--- src/rtl/apes_rdout_sched.sv ---
// apes_rdout_sched -- collect/readout frame scheduler.
// Each frame clears the count datapath, counts for a programmable
// number of clk50 cycles, grants the science readout and then, if a
// housekeeping request is pending, grants the housekeeping readout.
// Optional feature: define APES_RD_TIMEOUT_EN to enable a 4096-cycle
// readout watchdog. When it is undefined, reads wait indefinitely and
// rd_timeout is tied low.
module apes_rdout_sched (
  input  logic        clk50,
  input  logic        rst,
  input  logic        enable,
  input  logic [15:0] period,
  input  logic        hk_req,
  input  logic        rdout_done,
  output logic        cnt_clr,
  output logic        cnt_start,
  output logic        sci_gnt,
  output logic        hk_gnt,
  output logic        busy,
  output logic [7:0]  frame_cnt,
  output logic        hk_ovf,
  output logic        rd_timeout
);

  typedef enum logic [2:0] {
    ST_IDLE    = 3'd0,
    ST_CLEAR   = 3'd1,
    ST_COLLECT = 3'd2,
    ST_SCI_RD  = 3'd3,
    ST_HK_RD   = 3'd4
  } state_t;

  state_t      r_state;
  logic [15:0] r_coll_cnt;
  logic        r_cnt_clr;
  logic        r_cnt_start;
  logic        r_sci_gnt;
  logic        r_hk_gnt;
  logic        r_busy;
  logic [7:0]  r_frame_cnt;
  logic        r_hk_pend;
  logic        r_hk_ovf;

  logic [15:0] w_period_eff;
  logic        w_in_rd;
  logic        w_wd_fire;
  logic        w_rd_end;
  logic        w_hk_entry;
  logic        w_start_run;
  logic        w_ovf_evt;

  // A zero period still collects for one cycle.
  assign w_period_eff = (period == 16'd0) ? 16'd1 : period;

  // rdout_done is only meaningful while a grant is active.
  assign w_in_rd     = (r_state == ST_SCI_RD) || (r_state == ST_HK_RD);
  assign w_rd_end    = w_in_rd && (rdout_done || w_wd_fire);

  // The clock edge that moves SCI_RD into HK_RD consumes the pending request.
  assign w_hk_entry  = (r_state == ST_SCI_RD) && w_rd_end && r_hk_pend;
  assign w_start_run = (r_state == ST_IDLE) && enable;

  // A request arriving while one is already pending is lost, unless it
  // lands exactly as the pending one is being consumed.
  assign w_ovf_evt   = hk_req && r_hk_pend && !w_hk_entry;

`ifdef APES_RD_TIMEOUT_EN
  logic [11:0] r_wd_cnt;
  logic        r_rd_timeout;

  // The watchdog fires in the 4096th consecutive read cycle without rdout_done.
  assign w_wd_fire = w_in_rd && !rdout_done && (r_wd_cnt == 12'hFFF);

  // Watchdog counter: restarts whenever a read phase begins or ends.
  always_ff @(posedge clk50 or posedge rst) begin
    if (rst) begin
      r_wd_cnt <= 12'd0;
    end else if (!w_in_rd || w_rd_end) begin
      r_wd_cnt <= 12'd0;
    end else begin
      r_wd_cnt <= r_wd_cnt + 12'd1;
    end
  end

  // Sticky timeout flag, cleared only when a new run starts from IDLE.
  always_ff @(posedge clk50 or posedge rst) begin
    if (rst) begin
      r_rd_timeout <= 1'b0;
    end else if (w_start_run) begin
      r_rd_timeout <= 1'b0;
    end else if (w_wd_fire) begin
      r_rd_timeout <= 1'b1;
    end else begin
      r_rd_timeout <= r_rd_timeout;
    end
  end

  assign rd_timeout = r_rd_timeout;
`else
  assign w_wd_fire  = 1'b0;
  assign rd_timeout = 1'b0;
`endif

  // Housekeeping pending flag and sticky overflow flag.
  always_ff @(posedge clk50 or posedge rst) begin
    if (rst) begin
      r_hk_pend <= 1'b0;
      r_hk_ovf  <= 1'b0;
    end else begin
      if (w_hk_entry) begin
        r_hk_pend <= hk_req;
      end else if (hk_req) begin
        r_hk_pend <= 1'b1;
      end else begin
        r_hk_pend <= r_hk_pend;
      end

      if (w_start_run) begin
        r_hk_ovf <= w_ovf_evt;
      end else begin
        r_hk_ovf <= r_hk_ovf | w_ovf_evt;
      end
    end
  end

  // Frame sequencer: state register plus every registered control output.
  always_ff @(posedge clk50 or posedge rst) begin
    if (rst) begin
      r_state     <= ST_IDLE;
      r_coll_cnt  <= 16'd0;
      r_cnt_clr   <= 1'b1;
      r_cnt_start <= 1'b0;
      r_sci_gnt   <= 1'b0;
      r_hk_gnt    <= 1'b0;
      r_busy      <= 1'b0;
      r_frame_cnt <= 8'd0;
    end else begin
      case (r_state)
        ST_IDLE: begin
          r_cnt_clr   <= 1'b1;
          r_cnt_start <= 1'b0;
          r_sci_gnt   <= 1'b0;
          r_hk_gnt    <= 1'b0;
          if (enable) begin
            r_state <= ST_CLEAR;
            r_busy  <= 1'b1;
          end else begin
            r_state <= ST_IDLE;
            r_busy  <= 1'b0;
          end
        end

        ST_CLEAR: begin
          // period is captured here only; later changes wait for the next frame.
          r_coll_cnt  <= w_period_eff;
          r_state     <= ST_COLLECT;
          r_cnt_clr   <= 1'b0;
          r_cnt_start <= 1'b1;
          r_busy      <= 1'b1;
        end

        ST_COLLECT: begin
          if (r_coll_cnt <= 16'd1) begin
            r_state     <= ST_SCI_RD;
            r_cnt_start <= 1'b0;
            r_sci_gnt   <= 1'b1;
          end else begin
            r_coll_cnt  <= r_coll_cnt - 16'd1;
            r_cnt_start <= 1'b1;
          end
        end

        ST_SCI_RD: begin
          if (w_rd_end) begin
            r_sci_gnt <= 1'b0;
            if (r_hk_pend) begin
              r_state  <= ST_HK_RD;
              r_hk_gnt <= 1'b1;
            end else begin
              // End of frame: the readout finished without housekeeping.
              r_frame_cnt <= r_frame_cnt + 8'd1;
              r_cnt_clr   <= 1'b1;
              if (enable) begin
                r_state <= ST_CLEAR;
                r_busy  <= 1'b1;
              end else begin
                r_state <= ST_IDLE;
                r_busy  <= 1'b0;
              end
            end
          end else begin
            r_sci_gnt <= 1'b1;
          end
        end

        ST_HK_RD: begin
          if (w_rd_end) begin
            // End of frame after housekeeping readout.
            r_hk_gnt    <= 1'b0;
            r_frame_cnt <= r_frame_cnt + 8'd1;
            r_cnt_clr   <= 1'b1;
            if (enable) begin
              r_state <= ST_CLEAR;
              r_busy  <= 1'b1;
            end else begin
              r_state <= ST_IDLE;
              r_busy  <= 1'b0;
            end
          end else begin
            r_hk_gnt <= 1'b1;
          end
        end

        default: begin
          // Unreachable encodings recover to the safe idle state.
          r_state     <= ST_IDLE;
          r_cnt_clr   <= 1'b1;
          r_cnt_start <= 1'b0;
          r_sci_gnt   <= 1'b0;
          r_hk_gnt    <= 1'b0;
          r_busy      <= 1'b0;
        end
      endcase
    end
  end

  assign cnt_clr   = r_cnt_clr;
  assign cnt_start = r_cnt_start;
  assign sci_gnt   = r_sci_gnt;
  assign hk_gnt    = r_hk_gnt;
  assign busy      = r_busy;
  assign frame_cnt = r_frame_cnt;
  assign hk_ovf    = r_hk_ovf;

endmodule

--- config.mk ---
export PLATFORM = sky130hd
export DESIGN_NAME = apes_rdout_sched
export DESIGN_NICKNAME = d
export VERILOG_FILES = /design/src/rtl/apes_rdout_sched.sv
export SDC_FILE = /design/constraint.sdc
export NUM_CORES = 1
export LEC_CHECK = 0
export BUFFER_PORTS_ARGS = -buffer_cell sky130_fd_sc_hd__buf_4
export CAP_MARGIN = 20
export CORE_MARGIN = 2
export CORE_UTILIZATION = 31
export DETAILED_ROUTE_END_ITERATION = 8
export SLEW_MARGIN = 20
export SYNTH_ARGS = -nofsm -noshare
export SYNTH_HDL_FRONTEND = slang
export SYNTH_SLANG_ARGS = --single-unit
--- constraint.sdc ---
create_clock -name clk50 -period 4 [get_ports clk50]
set_input_delay 0.2 -clock clk50 [delete_from_list [all_inputs] [get_ports clk50]]
set_output_delay 0.2 -clock clk50 [all_outputs]
set_load 0.01 [all_outputs]
==> results.py <==
metrics = {
    "die": {
        "io-pin-count": 36,
        "dieHeight_um": 83.2,
        "start_util_pct": 32.5,
        "rows": 28,
        "core_um2": 5990,
        "die_area_um2": 6930,
        "fp.dieW_um": 83.2,
    },
    "timing": {
        "fin_crit_ps": 2680,
        "setup_viol": 0,
        "fin_setup_tns_ps": 0,
        "rsz0062_at_grt": "false",
        "whs_ps": 5.46,
        "hold_viol_final": 0,
        "relSlewSlack_pct": 31.0,
        "drv_slew": 0,
        "fin_ws_ps": 1320,
        "tightest_slew_ps": 1030,
        "timing.final.crit_share_pct": 67.1,
        "max_freq_mhz": 372,
        "clock_skew_ps": 5.29,
    },
    "power": {
        "power_density_nw_per_um2": 681,
        "ir_drop_uv": 331,
        "p_leak_nw": 0.985,
        "clkPwrFrac_pct": 16.8,
        "internal_power_w": 0.000928,
        "p_sw_w": 0.000677,
        "pwr-share-seq_pct": 40.6,
        "power_frac_comb_pct": 42.5,
        "p_sw_share_pct": 42.2,
    },
    "global_routing": {
        "grt_pass1_vias": 1757,
        "grt_max_degree": 35,
        "grt_first_pass_wirelength_um": 8360,
        "antenna_found_initial": 0,
        "globalRouteTotalUtil_pct": 14.8,
        "grt_overflow": 0,
    },
    "setup_path": {
        "cp_slowest_cell": "o31ai_2",
        "start_kind": "flip-flop",
        "crit_arrival_ps": 2810,
        "endpoint_kind": "flip-flop",
        "crit_fanout": 15,
        "critPathKind": "reg2reg",
        "cpPeakStageDelay_ps": 890,
        "crit_chain": "nor4_1, nand4bb_1, o31ai_2, o311ai_0",
        "required_ps": 4130,
    },
    "yosys": {
        "synth-edff-count": 0,
        "ys_seq_area_share_pct": 43.8,
        "ys_ff_latch": 34,
        "syn_area_um2": 1950,
        "syn_inst": 213,
        "yosys_warnings": 0,
        "synth_ff_type": "dfrtp_1",
        "avgSynthCellArea_um2": 9.13,
        "syn_nets": 237,
        "async_flop_share_pct": 100,
        "ys_types": 51,
    },
    "place": {
        "portBuffers": 34,
        "place_hpwl_um": 3400,
        "place_congestion": 0.824,
        "dp_slack_ps": 1400,
    },
    "clock_network": {
        "cts_tree": "done",
        "cts.htree.levels": 2,
        "cts.sinks": 34,
        "clkLatencyLatePin_ps": 290,
        "hold_buffers": 0,
        "post-cts-setup-buffers": 0,
        "cts.repair.resized": 0,
        "cts_buffers": 5,
        "cts_buffer_depth": 2,
        "path_clk_slew_ps": 70,
        "cts_root_buf": "clkbuf_8",
    },
    "cells_and_area": {
        "final_common_cell": "buf_4",
        "nFillCells": 602,
        "drive_gt1_share_pct": 21.5,
        "n_antenna_cell": 0,
        "layout_common_cells": "36 x buf_4, 33 x dfrtp_1, 22 x nand2_1",
        "num-nets-final": 270,
        "area_growth_pct": 21.2,
        "utilization_pct": 39.4,
    },
    "routing": {
        "drc_errors": 0,
        "vias": 1799,
        "drt_iter0_drc": 154,
        "viasPerCell": 5.59,
        "ant_nets": 0,
        "wl_per_cell_um": 15.2,
        "wl_um": 4900,
        "dr.pass1.iters": 4,
    },
    "status": {
        "status": "completed",
    },
    "job": {
        "maxCapViolCount": 0,
    },
    "min_path": {
        "hold_path_class": "in2async",
    },
}
[cells by family (layout without fill, tap and decap cells)]
logic type / after synthesis / count (layout) / share of synthesized area (%)
and+or+nand+nor: 87 / 87 / 24.1
AOI/OAI and AO/OA: 64 / 64 / 22.9
DFF: 34 / 34 / 43.8
buffers and inverters: 16 / 50 / 3.34
xor gates and xnor gates: 7 / 7 / 3.15
adders and majority gates: 3 / 3 / 1.93
other: 1 / 1 / 0.193
muxes: 1 / 1 / 0.579
[metal layers]
layer | GRT usage, % | up-vias | part of all wire (%)
met5 | 0 | - | 0
met4 | 6.11 | 0 | 1.5
met3 | 3.58 | 8 | 5.8
met2 | 22.9 | 57 | 46
met1 | 19.8 | 867 | 47
li1 | - | 867 | -
[sequential cells by signal, indices dropped and copies added, names as in the netlist]
signal	count
busy	1
cnt_clr	1
cnt_start	1
frame_cnt	8
hk_gnt	1
hk_ovf	1
r_coll_cnt	16
r_hk_pend	1
r_state	3
sci_gnt	1
[per-stage QoR]
step / cells / area, µm² / power (W)
CTS: 322 / 2360 / 0.00161
finish: 322 / 2360 / 0.00160
global placement: 314 / 2270 / 0.00133
detailed placement: 314 / 2270 / 0.00134
floorplan: 213 / 1950 / 0.00112
global route: 322 / 2360 / 0.00174
[final cells by class]
type                    count  area (µm²)  share of cell area, %
multi-input cells         163        1030                   43.6
flip-flops and latches     34         852                   36.1
repair buffers             36         270                   11.5
well taps                  75        93.8                   3.98
clock buffers               7        86.3                   3.66
inverters                   6        22.5                  0.955
clock inverters             1        5.00                  0.212
[Yosys cell counts (all sizes together), types with 3 or more instances]
cell type	number	area share (%)
a21oi	11	2.8
or4	4	1.9
buf	3	0.84
a2bb2oi	4	1.8
nand4	3	0.96
nor4	8	2.6
inv	6	1.2
nor2b	3	0.96
or3b	3	1.4
ha	3	1.9
xor2	5	2.3
nor2	18	3.5
nor3	7	1.8
nand3	4	1.0
o211ai	10	3.9
o21ai	13	3.3
clkbuf	7	1.4
o22ai	4	1.3
nand2	22	4.2
dfrtp	33	42
o311ai	5	2.3
[final timing paths]
check / startpoint / endpoint / slack, ps / depth (start not counted)
max reg2reg: r_coll_cnt[7] / r_coll_cnt[4] / 1320 / 4
min reg2reg: frame_cnt[7] / frame_cnt[7] / 480 / 1
max in group asynchronous: rst / cnt_clr / 3650 / 3
min: rst / r_coll_cnt[13] / 5 / 3
min in group clk50: hk_req / r_hk_pend / 90 / 2
max: r_coll_cnt[7] / r_coll_cnt[4] / 1320 / 4
[power by group through the flow]
stage | Combinational, W | Clock, W | Sequential (W)
3_5_place_dp | 0.000684 | 0 | 0.000654
2_1_floorplan | 0.000511 | 0 | 0.000609
6_report | 0.000683 | 0.000270 | 0.000652
4_1_cts | 0.000687 | 0.000277 | 0.000649
3_3_place_gp | 0.000679 | 0 | 0.000652
5_1_grt | 0.000769 | 0.000294 | 0.000679
[critical path, delay by kind of cell, from the launching register on]
family             cells  cell delay (ps)
DFF                    1              400
AOI/OAI and AO/OA      2             1130
and+or+nand+nor        2              990
Note: power is estimated with default switching activity, not from simulation.
